[config.mk]
export PLATFORM = sky130hd
export DESIGN_NAME = lidar_frame_parser_flat
export DESIGN_NICKNAME = d
export VERILOG_FILES = /design/src/rtl/lidar_frame_parser_if.sv /design/src/rtl/lidar_frame_parser.sv /design/src/flat_wrapper.sv
export SDC_FILE = /design/constraint.sdc
export NUM_CORES = 1
export LEC_CHECK = 0
export ABC_AREA = 1
export BUFFER_PORTS_ARGS = -buffer_cell sky130_fd_sc_hd__buf_2
export CAP_MARGIN = 20
export CORE_AREA = 2 2 118 148
export DETAILED_ROUTE_END_ITERATION = 8
export DIE_AREA = 0 0 120 150
export PLACE_DENSITY = 0.77
export SYNTH_ARGS = -nofsm -noshare
export SYNTH_HDL_FRONTEND = slang
export SYNTH_SLANG_ARGS = --single-unit
export TNS_END_PERCENT = 30
[constraint.sdc]
create_clock -name clk_in -period 5.3 [get_ports clk_in]
set_input_delay 1.06 -clock clk_in [delete_from_list [all_inputs] [get_ports clk_in]]
set_output_delay 1.06 -clock clk_in [all_outputs]
set_load 0.05 [all_outputs]
[src/rtl/lidar_frame_parser_if.sv]
`default_nettype none
// ============================================================================
// lidar_frame_parser_if : byte stream in, validated LiDAR payload and status out
// Rev 1.0
// ============================================================================
interface lidar_frame_parser_if #(
  parameter int PAYLOAD_BYTES = 6
);
  logic [7:0]                 byte_in;
  logic                       byte_valid_in;
  logic [8*PAYLOAD_BYTES-1:0] payload_out;
  logic                       frame_valid_out;
  logic                       checksum_err_out;
  logic                       timeout_out;
  logic [15:0]                frame_count_out;
  logic [15:0]                err_count_out;

  modport master (
    output byte_in, byte_valid_in,
    input  payload_out, frame_valid_out, checksum_err_out, timeout_out,
           frame_count_out, err_count_out
  );

  modport slave (
    input  byte_in, byte_valid_in,
    output payload_out, frame_valid_out, checksum_err_out, timeout_out,
           frame_count_out, err_count_out
  );
endinterface
`default_nettype wire

[src/rtl/lidar_frame_parser.sv]
`default_nettype none
// ============================================================================
// lidar_frame_parser : header lock, payload capture, additive checksum check,
//                      inter-byte timeout and frame/error accounting
// Rev 1.0
// ============================================================================
module lidar_frame_parser #(
  parameter logic [7:0] HEADER_BYTE    = 8'h59,
  parameter int         HEADER_COUNT   = 2,
  parameter int         PAYLOAD_BYTES  = 6,
  parameter int         TIMEOUT_CYCLES = 100000
) (
  input  wire logic           clk_in,
  input  wire logic           rst_in,
  lidar_frame_parser_if.slave bus
);

  localparam int HDR_W = $clog2(HEADER_COUNT + 1);
  localparam int IDX_W = (PAYLOAD_BYTES > 1) ? $clog2(PAYLOAD_BYTES) : 1;
  localparam int TO_W  = $clog2(TIMEOUT_CYCLES + 1);
  localparam int PW    = 8 * PAYLOAD_BYTES;

  localparam logic [HDR_W-1:0] HDR_LAST = HDR_W'(HEADER_COUNT - 1);
  localparam logic [IDX_W-1:0] IDX_LAST = IDX_W'(PAYLOAD_BYTES - 1);
  localparam logic [TO_W-1:0]  TO_MAX   = TO_W'(TIMEOUT_CYCLES);

  typedef enum logic [1:0] {
    HUNT    = 2'd0,
    HEADER  = 2'd1,
    PAYLOAD = 2'd2,
    CHECK   = 2'd3
  } state_t;

  state_t            state_q, state_d;
  logic [7:0]        sum_q, sum_d;
  logic [HDR_W-1:0]  hdr_cnt_q, hdr_cnt_d;
  logic [IDX_W-1:0]  idx_q, idx_d;
  logic [TO_W-1:0]   idle_q, idle_d;
  logic [PW-1:0]     shadow_q, shadow_d;
  logic [PW-1:0]     payload_q, payload_d;
  logic              frame_valid_q, frame_valid_d;
  logic              checksum_err_q, checksum_err_d;
  logic              timeout_q, timeout_d;
  logic [15:0]       frame_count_q, frame_count_d;
  logic [15:0]       err_count_q, err_count_d;

  logic [15:0]       err_count_inc;

  assign err_count_inc = (err_count_q == 16'hFFFF) ? err_count_q : err_count_q + 16'd1;

  always_comb begin
    state_d        = state_q;
    sum_d          = sum_q;
    hdr_cnt_d      = hdr_cnt_q;
    idx_d          = idx_q;
    idle_d         = idle_q;
    shadow_d       = shadow_q;
    payload_d      = payload_q;
    frame_valid_d  = 1'b0;
    checksum_err_d = 1'b0;
    timeout_d      = 1'b0;
    frame_count_d  = frame_count_q;
    err_count_d    = err_count_q;

    if (bus.byte_valid_in) begin
      // A byte in the expiry cycle wins over the timeout.
      idle_d = '0;
      case (state_q)
        HUNT: begin
          if (bus.byte_in == HEADER_BYTE) begin
            sum_d     = bus.byte_in;
            hdr_cnt_d = HDR_W'(1);
            idx_d     = '0;
            state_d   = (HEADER_COUNT == 1) ? PAYLOAD : HEADER;
          end
        end
        HEADER: begin
          if (bus.byte_in == HEADER_BYTE) begin
            sum_d     = sum_q + bus.byte_in;
            hdr_cnt_d = hdr_cnt_q + HDR_W'(1);
            if (hdr_cnt_q == HDR_LAST) state_d = PAYLOAD;
          end else begin
            state_d   = HUNT;
            sum_d     = '0;
            hdr_cnt_d = '0;
          end
        end
        PAYLOAD: begin
          for (int i = 0; i < PAYLOAD_BYTES; i++) begin
            if (idx_q == IDX_W'(i)) shadow_d[8*i +: 8] = bus.byte_in;
          end
          sum_d = sum_q + bus.byte_in;
          if (idx_q == IDX_LAST) begin
            idx_d   = '0;
            state_d = CHECK;
          end else begin
            idx_d   = idx_q + IDX_W'(1);
          end
        end
        default: begin
          if (bus.byte_in == sum_q) begin
            payload_d     = shadow_q;
            frame_valid_d = 1'b1;
            frame_count_d = frame_count_q + 16'd1;
          end else begin
            checksum_err_d = 1'b1;
            err_count_d    = err_count_inc;
          end
          state_d   = HUNT;
          sum_d     = '0;
          idx_d     = '0;
          hdr_cnt_d = '0;
        end
      endcase
    end else if (state_q == HUNT) begin
      idle_d = '0;
    end else if (idle_q == TO_MAX) begin
      timeout_d   = 1'b1;
      err_count_d = err_count_inc;
      state_d     = HUNT;
      idle_d      = '0;
      sum_d       = '0;
      idx_d       = '0;
      hdr_cnt_d   = '0;
    end else begin
      idle_d = idle_q + TO_W'(1);
    end
  end

  always_ff @(posedge clk_in or posedge rst_in) begin
    if (rst_in) begin
      state_q        <= HUNT;
      sum_q          <= '0;
      hdr_cnt_q      <= '0;
      idx_q          <= '0;
      idle_q         <= '0;
      shadow_q       <= '0;
      payload_q      <= '0;
      frame_valid_q  <= 1'b0;
      checksum_err_q <= 1'b0;
      timeout_q      <= 1'b0;
      frame_count_q  <= '0;
      err_count_q    <= '0;
    end else begin
      state_q        <= state_d;
      sum_q          <= sum_d;
      hdr_cnt_q      <= hdr_cnt_d;
      idx_q          <= idx_d;
      idle_q         <= idle_d;
      shadow_q       <= shadow_d;
      payload_q      <= payload_d;
      frame_valid_q  <= frame_valid_d;
      checksum_err_q <= checksum_err_d;
      timeout_q      <= timeout_d;
      frame_count_q  <= frame_count_d;
      err_count_q    <= err_count_d;
    end
  end

  assign bus.payload_out      = payload_q;
  assign bus.frame_valid_out  = frame_valid_q;
  assign bus.checksum_err_out = checksum_err_q;
  assign bus.timeout_out      = timeout_q;
  assign bus.frame_count_out  = frame_count_q;
  assign bus.err_count_out    = err_count_q;

endmodule
`default_nettype wire

[src/flat_wrapper.sv]
// flat-port wrapper written by rule: the top's interface ports become plain ports
module lidar_frame_parser_flat 
#(
  parameter logic [7:0] HEADER_BYTE    = 8'h59,
  parameter int         HEADER_COUNT   = 2,
  parameter int         PAYLOAD_BYTES  = 6,
  parameter int         TIMEOUT_CYCLES = 100000
)
  (clk_in, rst_in, bus_byte_in, bus_byte_valid_in, bus_payload_out, bus_frame_valid_out, bus_checksum_err_out, bus_timeout_out, bus_frame_count_out, bus_err_count_out);
  lidar_frame_parser_if #(.PAYLOAD_BYTES(PAYLOAD_BYTES)) bus_i ();
  input  wire logic clk_in;
  input  wire logic rst_in;
  input wire logic [$bits(bus_i.byte_in)-1:0] bus_byte_in;
  input wire logic [$bits(bus_i.byte_valid_in)-1:0] bus_byte_valid_in;
  output wire logic [$bits(bus_i.payload_out)-1:0] bus_payload_out;
  output wire logic [$bits(bus_i.frame_valid_out)-1:0] bus_frame_valid_out;
  output wire logic [$bits(bus_i.checksum_err_out)-1:0] bus_checksum_err_out;
  output wire logic [$bits(bus_i.timeout_out)-1:0] bus_timeout_out;
  output wire logic [$bits(bus_i.frame_count_out)-1:0] bus_frame_count_out;
  output wire logic [$bits(bus_i.err_count_out)-1:0] bus_err_count_out;
  assign bus_i.byte_in = bus_byte_in;
  assign bus_i.byte_valid_in = bus_byte_valid_in;
  assign bus_payload_out = bus_i.payload_out;
  assign bus_frame_valid_out = bus_i.frame_valid_out;
  assign bus_checksum_err_out = bus_i.checksum_err_out;
  assign bus_timeout_out = bus_i.timeout_out;
  assign bus_frame_count_out = bus_i.frame_count_out;
  assign bus_err_count_out = bus_i.err_count_out;
  lidar_frame_parser #(.HEADER_BYTE(HEADER_BYTE), .HEADER_COUNT(HEADER_COUNT), .PAYLOAD_BYTES(PAYLOAD_BYTES), .TIMEOUT_CYCLES(TIMEOUT_CYCLES)) u_core (.clk_in(clk_in), .rst_in(rst_in), .bus(bus_i));
endmodule
==> flow_summary_export.csv <==
group,metric,value,unit
synthesis,ys_ff_latch,163,
worst_setup_path,worstPathArrival,3010,ps
clock_network,cts_resized,0,
detailed_routing,drc,0,
sta,slew-limit-headroom,0.3270,
detailed_routing,drtIter0Drc,428,
synthesis,async_flop_share,1.000,
detailed_routing,wl_per_cell,13.33,um
worst_setup_path,worst-path-max-fanout,56,
sta,maxSlewViolCount,0,
clock_network,cts_setup_buffers,0,
worst_setup_path,endpoint_kind,"flip-flop",
pwr,p_total,3.048,mW
worst_setup_path,start_kind,"input pin",
clock_network,tritoncts,"yes",
grt,use_met3,0.04268,
die,die_y,150,um
die,dieArea,18000,um^2
layout,nets,1077,
layout,antenna_cells,0,
synthesis,syn_nets,988,
placed_design,gp_congestion,0.9132,
grt,grt_pass1_wl,28.80,mm
run_status,status,"complete, no violations",
grt,grt_max_degree,164,
layout,drive_above_1_share,0.1402,
synthesis,yosysWarnings,0,
synthesis,synthesis.area,7802,um^2
detailed_routing,finalWirelength,17.11,mm
grt,met2_usage,0.3418,
synthesis,synth_area_leaders,"dfrtp_1 (52%), nand2_1 (18%), o21ai_0 (4.7%), inv_1 (4.3%), nand3_1 (3.4%)",
detailed_routing,dr.pass1.iters,7,
synthesis,synth_top_area_frac,0.5228,
clock_network,holdBufCountCts,0,
sta,report.final.hold_viol_count,0,
sta,fin_skew,12.02,ps
pwr,powerDensity,338.8,nW/um^2
clock_network,clkSinkCount,163,
detailed_routing,via_count,6366,
sta,min_period,2697,ps
grt,grt_pass1_vias,5925,
sta,tightestPinTransition,1008,ps
synthesis,synth_cells,963,
sta,fmax,370.7,MHz
synthesis,synth_ff_type,"dfrtp_1",
clock_network,cts_root_buffer,"clkbuf_16",
synthesis,synth_edf_count,0,
grt,grt_usage,0.2009,
clock_network,htreeDepth,4,
clock_network,clock_latency,430,ps
pwr,p_leak,4.782,nW
placed_design,portBuffers,93,
synthesis,ys_seq_area_frac,0.5228,
hold_path,hold_path.class,"reg -> reg",
sta,finalCritPeriodShare,0.5089,
grt,grtUsageMet1,0.2522,
detailed_routing,vias_per_cell,4.962,
job,max_cap_viol_count,0,
clock_network,path_clk_slew,60,ps
sta,tns,0,ps
worst_setup_path,crit_required,5610,ps
grt,grt-ovfl-total,0,
sta,setup_viol,0,
synthesis,yosys.area.top_type,"dfrtp_1",
grt,antenna_found_initial,0,
grt,grt.busiest_layer,"met2",
synthesis,synth_cell_type_count,34,
placed_design,post-dp-hpwl,11.51,mm
synthesis,yosysMostFrequentCell,"nand2_1",
layout,nFillCells,1548,
die,boundaryPins,94,
pwr,ir_worst_vdd,0.1727,mV
clock_network,cts_buffers,17,
synthesis,syn_area_per_cell,8.102,um^2
layout,areaGrowthSynthToFinish,15.30,%
detailed_routing,antenna_left,0,
sta,rsz0062_at_grt,"no",
clock_network,clk_path_buf_depth,2,
synthesis,synth_top_cells_by_count,"nand2_1 (367), dfrtp_1 (163), inv_1 (90)",
die,design.core.area,16640,um^2
die,rows,53,
die,fp.dieW,120,um
worst_setup_path,crit_type,"in -> reg",
die,start_util,0.4688,
layout make-up:
cell class | instances | area, um^2 | share of cell area
Sequential cell | 163 | 4079 | 0.4534
Inverter | 95 | 360.3 | 0.04006
Clock buffer | 20 | 446.7 | 0.04965
Tap cell | 220 | 275.3 | 0.03060
Clock inverter | 10 | 132.6 | 0.01474
Multi-Input combinational cell | 680 | 3209 | 0.3567
Timing Repair Buffer | 95 | 493.0 | 0.05480
power by group:
| group | switching, mW | leakage [nW] | internal [mW] |
|---|---|---|---|
| clock network | 0.486 | 0.290 | 0.745 |
| logic | 0.314 | 2.36 | 0.146 |
| registers | 0.0571 | 2.13 | 1.30 |
| total | 0.857 | 4.78 | 2.19 |
logic make-up (layout without fill, tap and decap cells):
| kind of cell | Yosys count | count (layout) | synth area share |
|---|---|---|---|
| AND/OR/NAND/NOR | 538 | 538 | 0.2906 |
| flip-flops | 163 | 163 | 0.5228 |
| buffers and inverters | 120 | 220 | 0.06591 |
| AO/OA/AOI/OAI | 101 | 101 | 0.06607 |
| XOR/XNOR | 27 | 27 | 0.03127 |
| adder cells (fa/ha/maj) | 14 | 14 | 0.02341 |
layout by cell type (no fill, tap or decap), drive strengths merged:
cell	synthesis	layout
xnor2	6	6
nor4	3	3
a21oi	11	11
buf	23	95
and3	1	1
nor3b	1	1
ha	13	13
o21ai	88	88
nand2	372	372
nor2	71	71
clkbuf	2	20
nand3	57	57
nor3	19	19
bufinv	0	3
xor2	21	21
clkinvlp	0	1
nand3b	4	4
a31oi	2	2
dfrtp	163	163
inv	95	95
clkinv	0	6
fa	1	1
nand4	10	10
through the flow:
step                setup slack [ps]  hold slack [ps]  cell area [um^2]  instances    util
floorplan                       2169            449.3              7806        963       -
global placement                2213            450.5              8417       1253  0.5057
detailed placement              2178            453.2              8417       1253  0.5057
CTS                             2625            467.7              8996       1283  0.5405
global route                    2473            482.0              8996       1283  0.5405
finish                          2603            465.2              8996       1283  0.5405
sequential cells by signal (all words and copies together) (netlist names):
signal and cells:
u_core.bus.checksum_err_out 1, u_core.bus.err_count_out 16, u_core.bus.frame_count_out 16, u_core.bus.frame_valid_out 1
u_core.bus.payload_out 48, u_core.bus.timeout_out 1, u_core.hdr_cnt_q 2, u_core.idle_q 17
u_core.idx_q 3, u_core.shadow_q 48, u_core.state_q 2, u_core.sum_q 8
path summary, 6_finish.rpt:
path                                             from                        endpoint  slack [ps]  depth (start not counted)
max                                    bus_byte_in[4]   u_core.bus.frame_count_out[6]        2600                         11
min                        u_core.bus.payload_out[46]      u_core.bus.payload_out[46]         470                          2
max reg2reg                         u_core.state_q[0]                 u_core.sum_q[5]        2910                          8
min reg2reg                u_core.bus.payload_out[46]      u_core.bus.payload_out[46]         470                          2
max in group asynchronous                      rst_in   u_core.bus.frame_count_out[5]        3790                          3
min in group asynchronous                      rst_in  u_core.bus.frame_count_out[10]         810                          3
per-layer routing:
metal	share of wire	vias to the layer above
met3	0.042	23
met5	0	-
met2	0.51	126
met4	0.017	0
li1	-	3219
met1	0.44	2998
worst max-delay path, cell delays in order:
cell	delay (ps)
buf_2	150
ha_1	380
nor2_1	130
nand2_1	70
nor2_2	140
nand2_4	80
nor3_4	150
buf_4	500
nand2_2	150
o21ai_1	150
nand2_1	50
Power figures use the tool's default switching activity.
